## src/rtl/types_pkg.sv

```systemverilog
// Shared types for the retirement trace path: the packed trace record and
// the helper that builds one from the retire-stage signals.
package types_pkg;

    localparam int TRACE_SEQ_W = 32;

    typedef struct packed {
        logic [TRACE_SEQ_W-1:0] seq;
        logic [31:0]            pc;
        logic                   rd_we;
        logic [4:0]             rd;
        logic [31:0]            rd_data;
        logic                   mem_we;
        logic                   mem_re;
        logic [31:0]            mem_addr;
        logic [31:0]            mem_data;
        logic [3:0]             mem_be;
    } trace_rec_t;

    // Writes to x0 are architecturally invisible, so they are traced as no-writes.
    function automatic trace_rec_t pack_trace_rec(
        input logic [TRACE_SEQ_W-1:0] seq,
        input logic [31:0]            pc,
        input logic                   rd_we,
        input logic [4:0]             rd,
        input logic [31:0]            rd_data,
        input logic                   mem_we,
        input logic                   mem_re,
        input logic [31:0]            mem_addr,
        input logic [31:0]            mem_data,
        input logic [3:0]             mem_be
    );
        trace_rec_t r;
        logic       we_eff;
        we_eff     = rd_we & (rd != 5'd0);
        r.seq      = seq;
        r.pc       = pc;
        r.rd_we    = we_eff;
        r.rd       = rd;
        r.rd_data  = we_eff ? rd_data : 32'd0;
        r.mem_we   = mem_we;
        r.mem_re   = mem_re;
        r.mem_addr = mem_addr;
        r.mem_data = mem_data;
        r.mem_be   = mem_be;
        return r;
    endfunction

endpackage

```

## src/rtl/trace_fifo.sv

```systemverilog
// Generic synchronous FIFO; pointers carry one wrap bit so full and empty
// are told apart by the MSB, and the head entry reads as zero when empty.
module trace_fifo #(
    parameter int WIDTH = 8,
    parameter int DEPTH = 8
) (
    input  logic                     clk,
    input  logic                     rst,
    input  logic                     push,
    input  logic                     pop,
    input  logic                     flush,
    input  logic [WIDTH-1:0]         din,
    output logic [WIDTH-1:0]         dout,
    output logic                     full,
    output logic                     empty,
    output logic [$clog2(DEPTH):0]   level
);

    localparam int AW = $clog2(DEPTH);

    logic [AW:0]      wr_ptr;
    logic [AW:0]      rd_ptr;
    logic [WIDTH-1:0] mem [DEPTH];
    logic             do_push;
    logic             do_pop;

    assign empty = (wr_ptr == rd_ptr);
    assign full  = (wr_ptr[AW] != rd_ptr[AW]) && (wr_ptr[AW-1:0] == rd_ptr[AW-1:0]);
    assign level = wr_ptr - rd_ptr;

    // A pop on a full FIFO frees the slot the simultaneous push lands in.
    assign do_pop  = pop & ~empty & ~flush;
    assign do_push = push & (~full | do_pop) & ~flush;

    always_ff @(posedge clk or posedge rst) begin
        if (rst) begin
            wr_ptr <= '0;
            rd_ptr <= '0;
        end else if (flush) begin
            wr_ptr <= '0;
            rd_ptr <= '0;
        end else begin
            if (do_push) wr_ptr <= wr_ptr + (AW+1)'(1);
            if (do_pop)  rd_ptr <= rd_ptr + (AW+1)'(1);
        end
    end

    always_ff @(posedge clk) begin
        if (do_push) mem[wr_ptr[AW-1:0]] <= din;
    end

    assign dout = empty ? '0 : mem[rd_ptr[AW-1:0]];

endmodule

```

## src/rtl/retire_trace_writer.sv

```systemverilog
// Retirement trace writer: packs one record per retired instruction, tags it
// with a sequence number and buffers it for a valid/ready reader.
module retire_trace_writer
    import types_pkg::*;
#(
    parameter int DEPTH = 8,
    parameter int CNT_W = 16
) (
    input  logic                     clk,
    input  logic                     rst,
    input  logic                     ret_valid,
    input  logic [31:0]              ret_pc,
    input  logic                     ret_rd_we,
    input  logic [4:0]               ret_rd,
    input  logic [31:0]              ret_rd_data,
    input  logic                     ret_mem_we,
    input  logic                     ret_mem_re,
    input  logic [31:0]              ret_mem_addr,
    input  logic [31:0]              ret_mem_data,
    input  logic [3:0]               ret_mem_be,
    input  logic                     flush,
    output logic                     trc_valid,
    input  logic                     trc_ready,
    output trace_rec_t               trc_rec,
    output logic                     trc_overflow,
    output logic [CNT_W-1:0]         trc_drop_cnt,
    output logic [$clog2(DEPTH):0]   trc_level
);

    logic [TRACE_SEQ_W-1:0] seq;
    trace_rec_t             rec_in;
    logic                   fifo_full;
    logic                   fifo_empty;
    logic                   pop;
    logic                   drop;

    assign rec_in = pack_trace_rec(seq, ret_pc, ret_rd_we, ret_rd, ret_rd_data,
                                   ret_mem_we, ret_mem_re, ret_mem_addr,
                                   ret_mem_data, ret_mem_be);

    assign trc_valid = ~fifo_empty;
    assign pop       = trc_valid & trc_ready;
    assign drop      = ret_valid & fifo_full & ~pop & ~flush;

    trace_fifo #(
        .WIDTH ($bits(trace_rec_t)),
        .DEPTH (DEPTH)
    ) u_fifo (
        .clk   (clk),
        .rst   (rst),
        .push  (ret_valid),
        .pop   (pop),
        .flush (flush),
        .din   (rec_in),
        .dout  (trc_rec),
        .full  (fifo_full),
        .empty (fifo_empty),
        .level (trc_level)
    );

    // Every retirement consumes a number, even dropped or flushed ones, so gaps are visible.
    always_ff @(posedge clk or posedge rst) begin
        if (rst) begin
            seq <= '0;
        end else if (ret_valid) begin
            seq <= seq + TRACE_SEQ_W'(1);
        end
    end

    always_ff @(posedge clk or posedge rst) begin
        if (rst) begin
            trc_overflow <= 1'b0;
            trc_drop_cnt <= '0;
        end else if (flush) begin
            trc_overflow <= 1'b0;
            trc_drop_cnt <= '0;
        end else if (drop) begin
            trc_overflow <= 1'b1;
            if (trc_drop_cnt != '1) trc_drop_cnt <= trc_drop_cnt + CNT_W'(1);
        end
    end

endmodule

```

## config.mk

```make
export PLATFORM = sky130hd
export DESIGN_NAME = retire_trace_writer
export DESIGN_NICKNAME = d
export VERILOG_FILES = /design/src/rtl/types_pkg.sv /design/src/rtl/trace_fifo.sv /design/src/rtl/retire_trace_writer.sv
export SDC_FILE = /design/constraint.sdc
export NUM_CORES = 1
export LEC_CHECK = 0
export BUFFER_PORTS_ARGS = -buffer_cell sky130_fd_sc_hd__buf_2
export CAP_MARGIN = 25
export CORE_ASPECT_RATIO = 1.1
export CORE_MARGIN = 8
export CORE_UTILIZATION = 35
export CTS_CLUSTER_SIZE = 12
export DETAILED_ROUTE_END_ITERATION = 7
export SYNTH_ARGS = -nofsm -noshare
export SYNTH_HDL_FRONTEND = slang
export SYNTH_SLANG_ARGS = --single-unit
export TNS_END_PERCENT = 30
```

## constraint.sdc

```tcl
create_clock -name clk -period 25.4 [get_ports clk]
set_input_delay 3.81 -clock clk [delete_from_list [all_inputs] [get_ports clk]]
set_output_delay 3.81 -clock clk [all_outputs]
set_load 0.02 [all_outputs]
```

==> flow_summary.toml <==
[run_status]
run_status = "completed"

[drt]
drc = 0
wire_per_inst_um = 24.07
dr.first_iter.drc_count = 1877
via_per_inst = 5.086
ant_nets = 0
wirelength_um = 127400
route.vias.total = 26910
dr.pass1.iters = 5

[critical_path]
critPathLaunchType = "register"
cpPeakStageDelay_ns = 0.82
crit_path_end_kind = "output pin"
cp_slowest_cell = "dfrtp_4"
r2r_start = "u_fifo.rd_ptr[2]"
path_class = "reg -> out"
worstPathCellList = "buf_4, buf_4, buf_12, buf_4, buf_4, mux4_2, nand2_1, a21oi_1, buf_2"
crit_required_ns = 21.59
crit_fanout = 40
cp_common_cell = "buf_4"
cp.arrival_ns = 5.51
startpoint = "u_fifo.rd_ptr[0]"

[global_route]
grt.overflow.total = 0
grt_pass1_vias = 28360
grt_start_max_net_pins = 129
grt_pass1_wl_um = 188300
antenna_found_initial = 20
grt_use_total_pct = 14.62

[yosys]
synth_edf_count = 1376
synth_area_leaders = "edfxtp_1 (75%), mux4_2 (14%), dfrtp_1 (2.6%), nand2_1 (2.5%), a21oi_1 (1.6%)"
ys_warn_count = 0
syn_inst = 2716
synth_top_area_cell = "edfxtp_1"
ys_ff_latch = 1433
synth_cell_types = 44
avgSynthCellArea_um2 = 20.29
yosysTopAreaCellShare_pct = 74.99
synth_most_common_cell = "edfxtp_1"
syn_area_mm2 = 0.05510
synthArstFlopShare_pct = 3.978
yosys_most_used_dff = "edfxtp_1"
ys_seq_area_share_pct = 77.57
ys_top_cells_by_count = "edfxtp_1 (1376), nand2_1 (360), mux4_2 (344)"
synthesis.nets = 2869

[clocking]
clockBufferDepth = 3
cts.repair.resized = 0
hold_buffers = 0
cts_root_buf = "clkbuf_16"
cts_buffers = 149
cts_tree = "built"
h-tree-depth = 4
clk_pin_slew_ns = 0.06
clk_latency_ns = 0.80
post-cts-setup-buffer-count = 0
cts.sinks = 1433

[floorplanning]
fp.dieArea_mm2 = 0.1704
dieWidth_um = 394.3
rows = 152
pin_count = 339
core_mm2 = 0.1561
chipHeight_um = 432.2
initial_core_util_pct = 35.29

[placed_design]
portBuffers = 338
place.gp.congestion = 0.7090
hpwl_um = 67780

[sta]
worst_pin_slew_ns = 1.065
fin_setup_tns_ns = 0
setup_viol = 0
hold_violations = 0
finClkSkew_ns = 0.02286
fin_crit_sh_pct = 36.70
drv_slew = 0
max_freq_mhz = 107.3
slew_headroom_pct = 29.01
rsz0062_at_grt = "no"
min_period_ns = 9.322

[min_path]
hold_path_startpoint = "trc_overflow"
hp-class = "reg -> reg"

[final_layout]
area_delta_synth_final_pct = 15.80
fill_cells = 13830
drive_gt1_share_pct = 29.92
multi_input_area_mm2 = 0.01175
register_area_mm2 = 0.04276
finalNetCount = 3263

[pwr]
total_power_mw = 5.585
power.leakage_nw = 20.64
powerDensity_mw_per_mm2 = 87.52
peakVddDrop_mv = 0.06267

[flow_run]
max-cap-violations = 0
layout make-up:
cell class,count,share of cell area (%)
Antenna cell,13,0.05098
Clock buffer,184,6.065
Clock inverter,56,0.8627
Inverter,17,0.1118
Multi-Input combinational cell,1115,18.42
Sequential cell,1433,67.01
Tap cell,2079,4.076
Timing Repair Buffer,394,3.408
report_power, final:
group / internal, mW / switching (mW) / leakage (nW)
Clock: 1.13 / 0.885 / 2.15
Combinational: 0.348 / 0.543 / 5.29
Sequential: 2.64 / 0.0372 / 13.2
Total: 4.12 / 1.47 / 20.6
metal layers:
metal  global-route usage (%)  vias up  wire, um
li1                         -    11740         -
met1                    19.29    14280     54670
met2                    24.11      679     62740
met3                    3.054      200      6448
met4                    5.150       10      3442
met5                        0        -        61
worst max-delay path: cells and delay by family, from the launching register on:
| family | cells | cell delay, ns |
|---|---|---|
| buffers and inverters | 6 | 2.96 |
| flip-flops | 1 | 0.82 |
| multiplexers | 1 | 0.59 |
| AO/OA/AOI/OAI | 1 | 0.13 |
| AND/OR/NAND/NOR | 1 | 0.08 |
state kept, by name, indices dropped and copies added, names as in the netlist:
name and count:
trc_overflow 1, u_fifo.wr_ptr 4, trc_drop_cnt 16, seq 32, u_fifo.mem 1376, u_fifo.rd_ptr 4
worst paths after layout:
kind	endpoint	slack [ns]	depth (start not counted)
setup / recovery	trc_rec[49]	16.08	9
hold / removal	trc_overflow	0.51	2
setup reg to reg	u_fifo.mem[1][51]	19.95	9
hold reg to reg	trc_overflow	0.51	2
max in group asynchronous	u_fifo.rd_ptr[1]	21.53	3
min in group asynchronous	trc_drop_cnt[3]	3.25	3
cell usage in the layout, fill, tap and decap left out, types with 15 or more instances in the layout:
master and count:
mux4_2 344, inv_1 15, clkbuf_16 149, and2_1 34, nor2_1 24, clkbuf_1 34
xnor2_1 32, buf_2 338, edfxtp_1 1376, nand4_1 15, buf_4 51, nand3_1 23
dfrtp_1 54, nand2_1 360, clkinv_1 21, a21oi_1 177
metrics by stage:
stage	utilization, %	std cells	setup WS [ns]	hold slack [ns]	cell area, um2
after floorplan	-	2716	2.338	0.5397	55100
after global placement	37.99	5035	16.14	0.5036	59310
after detailed placement	37.99	5035	16.10	0.5037	59310
after CTS	40.82	5275	15.17	0.5218	63730
after global routing	40.86	5283	15.52	0.5642	63790
final	40.87	5291	16.08	0.5147	63810
kinds of logic after synthesis:
group	synth area share [%]
buf+inv	1.231
xor+xnor	0.6358
simple gates	4.003
fa+ha+maj	0.1953
compound gates	1.980
flops	77.57
mux	14.38
Power figures use the tool's default switching activity.
